## src/rtl/inst_fetch_unit_if.sv

```systemverilog
// Fetch-stage bus: control request/abort, memory read port and instruction outputs.
// The fetch unit takes the slave side; the control FSM / memory model takes the master side.
interface inst_fetch_unit_if #(
  parameter int WORD_SIZE = 16
);
  logic                 fetch_start;
  logic [WORD_SIZE-1:0] inst_addr;
  logic                 flush;
  logic [WORD_SIZE-1:0] fetch_addr;
  logic                 readM;
  logic [WORD_SIZE-1:0] mem_data;
  logic                 inputReady;
  logic [WORD_SIZE-1:0] inst_reg;
  logic                 inst_valid;
  logic                 fetch_busy;
  logic                 fetch_done;
  logic                 fetch_err;
  logic [WORD_SIZE-1:0] num_inst;

  modport slave (
    input  fetch_start, inst_addr, flush, mem_data, inputReady,
    output fetch_addr, readM, inst_reg, inst_valid, fetch_busy, fetch_done, fetch_err, num_inst
  );

  modport master (
    output fetch_start, inst_addr, flush, mem_data, inputReady,
    input  fetch_addr, readM, inst_reg, inst_valid, fetch_busy, fetch_done, fetch_err, num_inst
  );
endinterface

```

## src/rtl/inst_fetch_unit.sv

```systemverilog
// Instruction fetch stage: PC address -> single-word memory read -> instruction register.
// Define FETCH_COUNT_EN to enable the successful-fetch counter on num_inst.
module inst_fetch_unit #(
  parameter int WORD_SIZE      = 16,
  parameter int TIMEOUT_CYCLES = 64,
  parameter int CNT_W          = 7
) (
  input  logic              clk,
  input  logic              reset_n,
  inst_fetch_unit_if.slave  bus
);

  typedef enum logic [1:0] {IDLE, REQ, DONE, ERR} state_t;

  localparam logic [CNT_W-1:0] LAST_WAIT = CNT_W'(TIMEOUT_CYCLES - 1);

  state_t               state;
  logic [CNT_W-1:0]     wait_cnt;
  logic [WORD_SIZE-1:0] fetch_addr_q;
  logic [WORD_SIZE-1:0] inst_reg_q;
  logic                 inst_valid_q;

  // flush outranks everything, so data returning on a flush edge is dropped
  always_ff @(posedge clk or negedge reset_n) begin
    if (!reset_n) begin
      state        <= IDLE;
      wait_cnt     <= '0;
      fetch_addr_q <= '0;
      inst_reg_q   <= '0;
      inst_valid_q <= 1'b0;
    end else if (bus.flush) begin
      state        <= IDLE;
      inst_valid_q <= 1'b0;
    end else begin
      case (state)
        IDLE, ERR: begin
          if (bus.fetch_start) begin
            fetch_addr_q <= bus.inst_addr;
            inst_valid_q <= 1'b0;
            wait_cnt     <= '0;
            state        <= REQ;
          end
        end
        REQ: begin
          if (bus.inputReady) begin
            inst_reg_q   <= bus.mem_data;
            inst_valid_q <= 1'b1;
            state        <= DONE;
          end else if (wait_cnt == LAST_WAIT) begin
            state <= ERR;
          end else begin
            wait_cnt <= wait_cnt + CNT_W'(1);
          end
        end
        DONE:    state <= IDLE;
        default: state <= IDLE;
      endcase
    end
  end

  assign bus.fetch_addr = fetch_addr_q;
  assign bus.inst_reg   = inst_reg_q;
  assign bus.inst_valid = inst_valid_q;
  assign bus.readM      = (state == REQ);
  assign bus.fetch_busy = (state == REQ) || (state == DONE);
  assign bus.fetch_done = (state == DONE);
  assign bus.fetch_err  = (state == ERR);

`ifdef FETCH_COUNT_EN
  logic [WORD_SIZE-1:0] num_inst_q;

  // counts only REQ->DONE, which is exactly the non-flushed inputReady edge in REQ
  always_ff @(posedge clk or negedge reset_n) begin
    if (!reset_n) begin
      num_inst_q <= '0;
    end else if (!bus.flush && (state == REQ) && bus.inputReady) begin
      num_inst_q <= num_inst_q + WORD_SIZE'(1);
    end
  end

  assign bus.num_inst = num_inst_q;
`else
  assign bus.num_inst = '0;
`endif

endmodule

```

## src/flat_wrapper.sv

```systemverilog
// flat-port wrapper written by rule: the top's interface ports become plain ports
module inst_fetch_unit_flat 
#(
  parameter int WORD_SIZE      = 16,
  parameter int TIMEOUT_CYCLES = 64,
  parameter int CNT_W          = 7
)
  (clk, reset_n, bus_fetch_start, bus_inst_addr, bus_flush, bus_mem_data, bus_inputReady, bus_fetch_addr, bus_readM, bus_inst_reg, bus_inst_valid, bus_fetch_busy, bus_fetch_done, bus_fetch_err, bus_num_inst);
  inst_fetch_unit_if #(.WORD_SIZE(WORD_SIZE)) bus_i ();
  input  logic clk;
  input  logic reset_n;
  input wire logic [$bits(bus_i.fetch_start)-1:0] bus_fetch_start;
  input wire logic [$bits(bus_i.inst_addr)-1:0] bus_inst_addr;
  input wire logic [$bits(bus_i.flush)-1:0] bus_flush;
  input wire logic [$bits(bus_i.mem_data)-1:0] bus_mem_data;
  input wire logic [$bits(bus_i.inputReady)-1:0] bus_inputReady;
  output wire logic [$bits(bus_i.fetch_addr)-1:0] bus_fetch_addr;
  output wire logic [$bits(bus_i.readM)-1:0] bus_readM;
  output wire logic [$bits(bus_i.inst_reg)-1:0] bus_inst_reg;
  output wire logic [$bits(bus_i.inst_valid)-1:0] bus_inst_valid;
  output wire logic [$bits(bus_i.fetch_busy)-1:0] bus_fetch_busy;
  output wire logic [$bits(bus_i.fetch_done)-1:0] bus_fetch_done;
  output wire logic [$bits(bus_i.fetch_err)-1:0] bus_fetch_err;
  output wire logic [$bits(bus_i.num_inst)-1:0] bus_num_inst;
  assign bus_i.fetch_start = bus_fetch_start;
  assign bus_i.inst_addr = bus_inst_addr;
  assign bus_i.flush = bus_flush;
  assign bus_i.mem_data = bus_mem_data;
  assign bus_i.inputReady = bus_inputReady;
  assign bus_fetch_addr = bus_i.fetch_addr;
  assign bus_readM = bus_i.readM;
  assign bus_inst_reg = bus_i.inst_reg;
  assign bus_inst_valid = bus_i.inst_valid;
  assign bus_fetch_busy = bus_i.fetch_busy;
  assign bus_fetch_done = bus_i.fetch_done;
  assign bus_fetch_err = bus_i.fetch_err;
  assign bus_num_inst = bus_i.num_inst;
  inst_fetch_unit #(.WORD_SIZE(WORD_SIZE), .TIMEOUT_CYCLES(TIMEOUT_CYCLES), .CNT_W(CNT_W)) u_core (.clk(clk), .reset_n(reset_n), .bus(bus_i));
endmodule
```

## config.mk

```make
export PLATFORM = sky130hd
export DESIGN_NAME = inst_fetch_unit_flat
export DESIGN_NICKNAME = d
export VERILOG_FILES = /design/src/rtl/inst_fetch_unit_if.sv /design/src/rtl/inst_fetch_unit.sv /design/src/flat_wrapper.sv
export SDC_FILE = /design/constraint.sdc
export NUM_CORES = 1
export LEC_CHECK = 0
export BUFFER_PORTS_ARGS = -buffer_cell sky130_fd_sc_hd__buf_2
export CORE_MARGIN = 5
export CORE_UTILIZATION = 30
export CTS_CLUSTER_SIZE = 40
export DETAILED_ROUTE_END_ITERATION = 16
export HOLD_SLACK_MARGIN = 0.12
export SLEW_MARGIN = 30
export SYNTH_ARGS = -nofsm -noshare
export SYNTH_HDL_FRONTEND = slang
export SYNTH_SLANG_ARGS = --single-unit
export TNS_END_PERCENT = 30
```

## constraint.sdc

```tcl
create_clock -name clk -period 2.47 [get_ports clk]
set_clock_uncertainty 0.05 [all_clocks]
set_input_delay 0 -clock clk [delete_from_list [all_inputs] [get_ports clk]]
set_output_delay 0 -clock clk [all_outputs]
set_load 0.1 [all_outputs]
```

* Word-level counts from Yosys, hierarchy flattened *
Cells that the tools add are included.

storage, ports and cells
  bits in registers = 42
  logic and storage cells = 40

operators by class
  add/sub/neg operators = 1
  equality and inequality tests = 10
  multiplexer cells = 13
  bitwise operators = 1
  reduce and logical (&&, ||, !) cells = 10

operator list
  kind                 count
  $mux 7               3
  $pmux 7 s2           1
  $reduce_and 3->1     3
  $mux 2               4
  $add 7x1->7 const B  1
  $eq 7x6->1 const B   1
  $ne 2x2->1 const B   3
  $ne 3x3->1 const B   2
  $pmux 2 s3           1
  $reduce_and 5->1     1
  $eq 2x2->1 const B   2
  $ne 4x3->1 const B   1
  $mux 1               3
  $reduce_bool 3->1    1
  $eq 2x1->1 const B   1
  $logic_not 2->1      1
  $pmux 1 s2           1
  $reduce_and 2->1     1
  $reduce_bool 2->1    1
  $reduce_or 2->1      1
  $logic_or 1x1->1     1
  $not 1->1            1

* Longest topological paths before layout *
Gate-level depths: netlist of the first run.

  word-level depth = 5
  gate-level depth with buffers = 7
  mapped depth without buffers = 6

* Least setup slack after synthesis of the first run *
OpenSTA, ideal clock, no wires.

  path type = flip-flop to flip-flop
  start = reg u_core.state[1]
  end = reg u_core.wait_cnt[1]
  data arrival time = 2276 ps
  data required time = 2298 ps
  path slack = 23 ps
  stages on the path, launching flop included = 8
  buffers on the path = 1
  period minus slack after synthesis = 2447 ps
  cells stage by stage = dfrtp_1 > inv_1 > ha_1 > buf_2 > inv_1 > a211oi_2 > o21ai_1 > a32o_1

between the ends
  elaborated cells on any way between the ends = 10

RTL lines
  element                                                    RTL line               text
  start, declared                                            inst_fetch_unit.sv:17  state_t state;
  start signal, assigned                                     inst_fetch_unit.sv:26  state <= IDLE;
  start signal, assigned                                     inst_fetch_unit.sv:32  state <= IDLE;
  start signal, assigned                                     inst_fetch_unit.sv:41  state <= REQ;
  $eq 2x1->1 (*)                                             n/a
  net bus_readM                                              flat_wrapper.sv:18     output wire logic [$bits(bus_i.readM)-1:0] bus_readM;
  $ne 2x2->1 (no line) or $reduce_bool 2->1 (tied branches)  n/a
  $reduce_and 5->1 (no line)                                 n/a
  end signal, assigned                                       inst_fetch_unit.sv:52  wait_cnt <= wait_cnt + CNT_W'(1);
  end, declared                                              inst_fetch_unit.sv:18  logic [CNT_W-1:0] wait_cnt;

Mark *: on every way through the listed nets, which the timed path passes. The rest lies on a longest branch.
A chain may end at the register's enable or synchronous reset.

* Worst setup path in the final report of the first run *
  start = reg u_core.state[0]
  end = reg u_core.state[1]

between the ends
  cells in the longest elaborated chain, start to end = 4
  elaborated cells on any way between the ends = 10

ends and longest elaborated chain
  element                                        RTL line               text
  $eq 2x2->1 or $logic_not 2->1 (tied branches)  inst_fetch_unit.sv:35  case (state)
  $reduce_or 2->1                                inst_fetch_unit.sv:35
  $pmux 2 s3 or $ne 3x3->1 (tied branches)       n/a
  $mux 2 or $reduce_and 2->1 (tied branches)     n/a

Several ways; a longest one is shown, not always the timed one.

==> results.json, run 1 <==
{
  "grt_antenna_before_repair": 0,
  "drv_cap": 0,
  "cts.reportedPaths.clkPinSlew_ps": 80,
  "grt_usage_pct": 10.9,
  "path_depth": 7,
  "diodes": 0,
  "postCtsSetupRepairBufs": 0,
  "cts_buffer_depth": 2,
  "drv_slew": 0,
  "worst-path-buf-inv": 3,
  "grt-ovfl-total": 0,
  "period_share_pct": 86.8,
  "fp.dieW_microns": 89.8,
  "r2r_setup_slack_ps": 320,
  "synthDistinctLibCells": 33,
  "maxClockFrequency_mhz": 466,
  "coreArea_sq_um": 6280,
  "nets": 303,
  "status": "completed",
  "rows": 29,
  "ys_warn_count": 0,
  "yosysSeqAreaShare_pct": 55.0,
  "postSynthAreaPerCell_sq_um": 13.0,
  "ff2ff_path_depth": 7,
  "hold_viol": 0,
  "syn-cell-area_sq_um": 1910,
  "post-route-util_pct": 44.6,
  "die-area_sq_um": 8070,
  "io_pins": 90,
  "initial_core_util_pct": 30.5,
  "cp_top_family": "buffers and inverters",
  "endpoint_kind": "register",
  "rsz0062_at_grt": "false",
  "yosys_register_bits": 42,
  "io_buffers": 73,
  "arrival_ps": 2260,
  "synth_cells": 147,
  "grt_pass1_wl_mm": 7.46,
  "wirelength_mm": 4.29,
  "setup_viol": 0,
  "synth.largest_area_cell": "dfrtp_1",
  "critPathMostFrequentCell": "inv_1",
  "timing.rr.start": "u_core.state[0]",
  "worst-slew-pin-transition_ps": 541,
  "period_minus_slack_ps": 2150,
  "insertion_delay_ps": 280,
  "yosysTopAreaCellShare_pct": 55.0,
  "cp_max_fo": 4,
  "drt_iter0_drc": 40,
  "min_path_type": "in2async",
  "clockRootBuffer": "clkbuf_8",
  "worstSetupStartpoint": "u_core.state[0]",
  "drc": 0,
  "drive_gt1_share_pct": 45.0,
  "cts_tree": "done",
  "cts-resized-gates": 0,
  "grt_start_max_net_pins": 43,
  "critPathKind": "reg2reg",
  "die_h_microns": 89.8,
  "maxSlewHeadroom_pct": 63.9,
  "dr.pass1.iters": 4,
  "async_flop_share_pct": 100,
  "max_stage_delay_ps": 570,
  "synth-edff-count": 0,
  "clock_sinks": 42,
  "cts_made_buffers": 5,
  "setup_tns_ps": 0,
  "gp_congestion": 0.746,
  "wire_per_inst_microns": 12.6,
  "start_kind": "register",
  "path_cells": "inv_1 > ha_1 > inv_1 > or3_1 > o21ai_0 > a22oi_1 > dlygate4sd3_1",
  "area_growth_pct": 46.5,
  "dpl.hpwl_mm": 3.02,
  "grt_pass1_vias": 1614,
  "r2r-end": "u_core.state[1]",
  "place_inst": 294,
  "ant_nets": 0,
  "slowest_stage": "dlygate4sd3_1",
  "synth_ff_type": "dfrtp_1",
  "netlist_top_cells_area": "dfrtp_1, mux2_2, buf_4",
  "stdcell_count": 339,
  "route.vias.total": 1513,
  "timing.critical_path.to": "u_core.state[1]",
  "htreeDepth": 2,
  "worstPathRequired_ps": 2590,
  "cts_hold_buf": 38,
  "synth.cells.most_frequent": "dfrtp_1, mux2_2, buf_4",
  "viasPerCell": 4.46,
  "yosysMostFrequentCell": "dfrtp_1"
}
==> how the worst min path moves through the flow <==
stage               startpoint                        to  slack [ps]  depth (start not counted)
global placement       reset_n  u_core.bus.fetch_addr[9]         160                          1
finish                 reset_n  u_core.bus.fetch_addr[9]         190                          2
CTS                    reset_n    u_core.bus.inst_reg[6]         210                          2
detailed placement     reset_n  u_core.bus.fetch_addr[9]         -20                          1
global route           reset_n  u_core.bus.fetch_addr[5]         260                          2
floorplan              reset_n  u_core.bus.fetch_addr[0]        -350                          0
==> kinds of logic after synthesis <==
family          synth area share, %
compound gates                 8.83
fa+ha+maj                      2.62
buf+inv                        8.31
simple gates                   5.63
other cells                   0.196
flops                          55.0
mux                            19.4
==> through the flow <==
stage / setup slack (ps) / area (sq um) / hold slack (ps)
floorplan: 22.6 / 1970 / -346
global placement: 616 / 2300 / 164
detailed placement: 536 / 2310 / -16.3
CTS: 346 / 2800 / 214
global route: 230 / 2800 / 256
finish: 325 / 2800 / 194
==> layout make-up <==
type,count,area (sq um)
Inverter,5,18.8
Sequential cell,42,1050
Timing Repair Buffer,113,763
Clock inverter,1,30.0
Tap cell,77,96.3
Multi-Input combinational cell,95,758
Clock buffer,6,82.6
Fill cell,593,3480
==> metal layers <==
layer	vias up	global-route usage, %	routed length [microns]
met5	-	0	0
met2	56	19.9	2230
met1	740	11.6	1670
met3	2	4.34	368
met4	0	2.64	14
li1	715	-	-
==> cell usage in the layout (no fill, tap or decap), types with 3 or more instances in the layout <==
cell,n
a21o_1,4
a31oi_1,4
buf_2,72
buf_4,3
clkbuf_8,6
conb_1,16
dfrtp_1,42
dlygate4sd3_1,38
ha_1,4
inv_1,5
mux2_2,33
o21ai_0,3
Power of run 1 is not shown: default switching activity piles up to over one toggle a cycle in this logic, so the estimate is an artifact.
==> run 2, diff against run 1 <==
--- a/config.mk
+++ b/config.mk
@@ -11,6 +11,7 @@
 export CTS_CLUSTER_SIZE = 40
 export DETAILED_ROUTE_END_ITERATION = 16
 export HOLD_SLACK_MARGIN = 0.12
+export MAX_ROUTING_LAYER = met4
 export SLEW_MARGIN = 30
 export SYNTH_ARGS = -nofsm -noshare
 export SYNTH_HDL_FRONTEND = slang
==> results.json, run 2 (synthesis results as in run 1) <==
{
  "cts-resized-gates": 0,
  "initial_core_util_pct": 30.5,
  "rows": 29,
  "period_share_pct": 86.8,
  "fp.dieW_microns": 89.8,
  "grt_start_max_net_pins": 43,
  "layout_common_cells": "buf_2, dfrtp_1, dlygate4sd3_1",
  "drc": 0,
  "cts.reportedPaths.clkPinSlew_ps": 80,
  "stdcell_count": 339,
  "gp_congestion": 0.755,
  "io_buffers": 73,
  "nets": 303,
  "path_cells": "inv_1 > ha_1 > inv_1 > or3_1 > o21ai_0 > a22oi_1 > dlygate4sd3_1",
  "worst-slew-pin-transition_ps": 541,
  "cts_made_buffers": 5,
  "hold_viol": 0,
  "critPathKind": "reg2reg",
  "maxClockFrequency_mhz": 466,
  "coreArea_sq_um": 6280,
  "setup_tns_ps": 0,
  "postCtsSetupRepairBufs": 0,
  "setup_viol": 0,
  "endpoint_kind": "register",
  "cts_buffer_depth": 2,
  "ant_nets": 0,
  "insertion_delay_ps": 280,
  "grt_pass1_wl_mm": 7.45,
  "viasPerCell": 4.46,
  "grt_pass1_vias": 1615,
  "clock_sinks": 42,
  "grt_antenna_before_repair": 0,
  "cp_max_fo": 4,
  "status": "completed",
  "critPathMostFrequentCell": "inv_1",
  "grt_usage_pct": 11.2,
  "drv_cap": 0,
  "clockRootBuffer": "clkbuf_8",
  "worstPathRequired_ps": 2590,
  "area_growth_pct": 46.5,
  "grt-ovfl-total": 0,
  "diodes": 0,
  "max_stage_delay_ps": 570,
  "rsz0062_at_grt": "false",
  "arrival_ps": 2270,
  "wirelength_mm": 4.29,
  "slowest_stage": "dlygate4sd3_1",
  "route.vias.total": 1513,
  "wire_per_inst_microns": 12.7,
  "start_kind": "register",
  "dpl.hpwl_mm": 3.02,
  "dr.pass1.iters": 4,
  "die-area_sq_um": 8070,
  "drt_iter0_drc": 40,
  "drive_gt1_share_pct": 45.0,
  "layout_commonest_cell": "buf_2",
  "place_inst": 294,
  "maxSlewHeadroom_pct": 63.9,
  "min_path_type": "in2async",
  "cts_hold_buf": 38,
  "die_h_microns": 89.8,
  "cts_tree": "done",
  "period_minus_slack_ps": 2150,
  "drv_slew": 0,
  "htreeDepth": 2,
  "io_pins": 90
}
run 2: through the flow:
stage | utilization [%] | instance area (sq um) | hold WS [ps] | worst slack (ps)
6_report | 44.6 | 2800 | 194 | 325
2_1_floorplan | - | 1970 | -346 | 22.6
3_5_place_dp | 36.8 | 2310 | -16.3 | 536
3_3_place_gp | 36.7 | 2300 | 164 | 616
4_1_cts | 44.6 | 2800 | 214 | 346
5_1_grt | 44.6 | 2800 | 256 | 230
run 2: worst max-delay path, delay by kind of cell, from the launching register on:
kind | cells | cell delay, ps
AOI/OAI and AO/OA | 2 | 190
DFF | 1 | 410
adders and majority gates | 1 | 320
buffers and inverters | 3 | 730
and+or+nand+nor | 1 | 340
run 2: final timing paths:
| path | start | end | slack [ps] | cells after the start |
|---|---|---|---|---|
| worst max-delay path | u_core.state[0] | u_core.state[1] | 320 | 7 |
| worst min register to register | u_core.bus.fetch_addr[9] | u_core.bus.fetch_addr[9] | 450 | 1 |
| worst min-delay path | reset_n | u_core.bus.fetch_addr[9] | 190 | 2 |
| worst max register to register | u_core.state[0] | u_core.state[1] | 320 | 7 |
| min in group clk | bus_mem_data[12] | u_core.bus.inst_reg[12] | 420 | 3 |
| max in group asynchronous | reset_n | u_core.bus.inst_reg[14] | 1810 | 2 |
run 2: routing by layer:
layer,share of wire [%],GRT usage (%)
met3,8.3,4.34
met1,39,11.6
met4,0,2.64
met5,0,-
met2,52,19.9
run 2: layout make-up:
cell class / instances / area (sq um)
inverters: 5 / 18.8
well taps: 77 / 96.3
multi-input cells: 95 / 758
clock inverters: 1 / 30.0
clock buffers: 6 / 82.6
fillers: 593 / 3480
repair buffers: 113 / 763
flip-flops and latches: 42 / 1050
Power of run 2 is left out for the same reason.
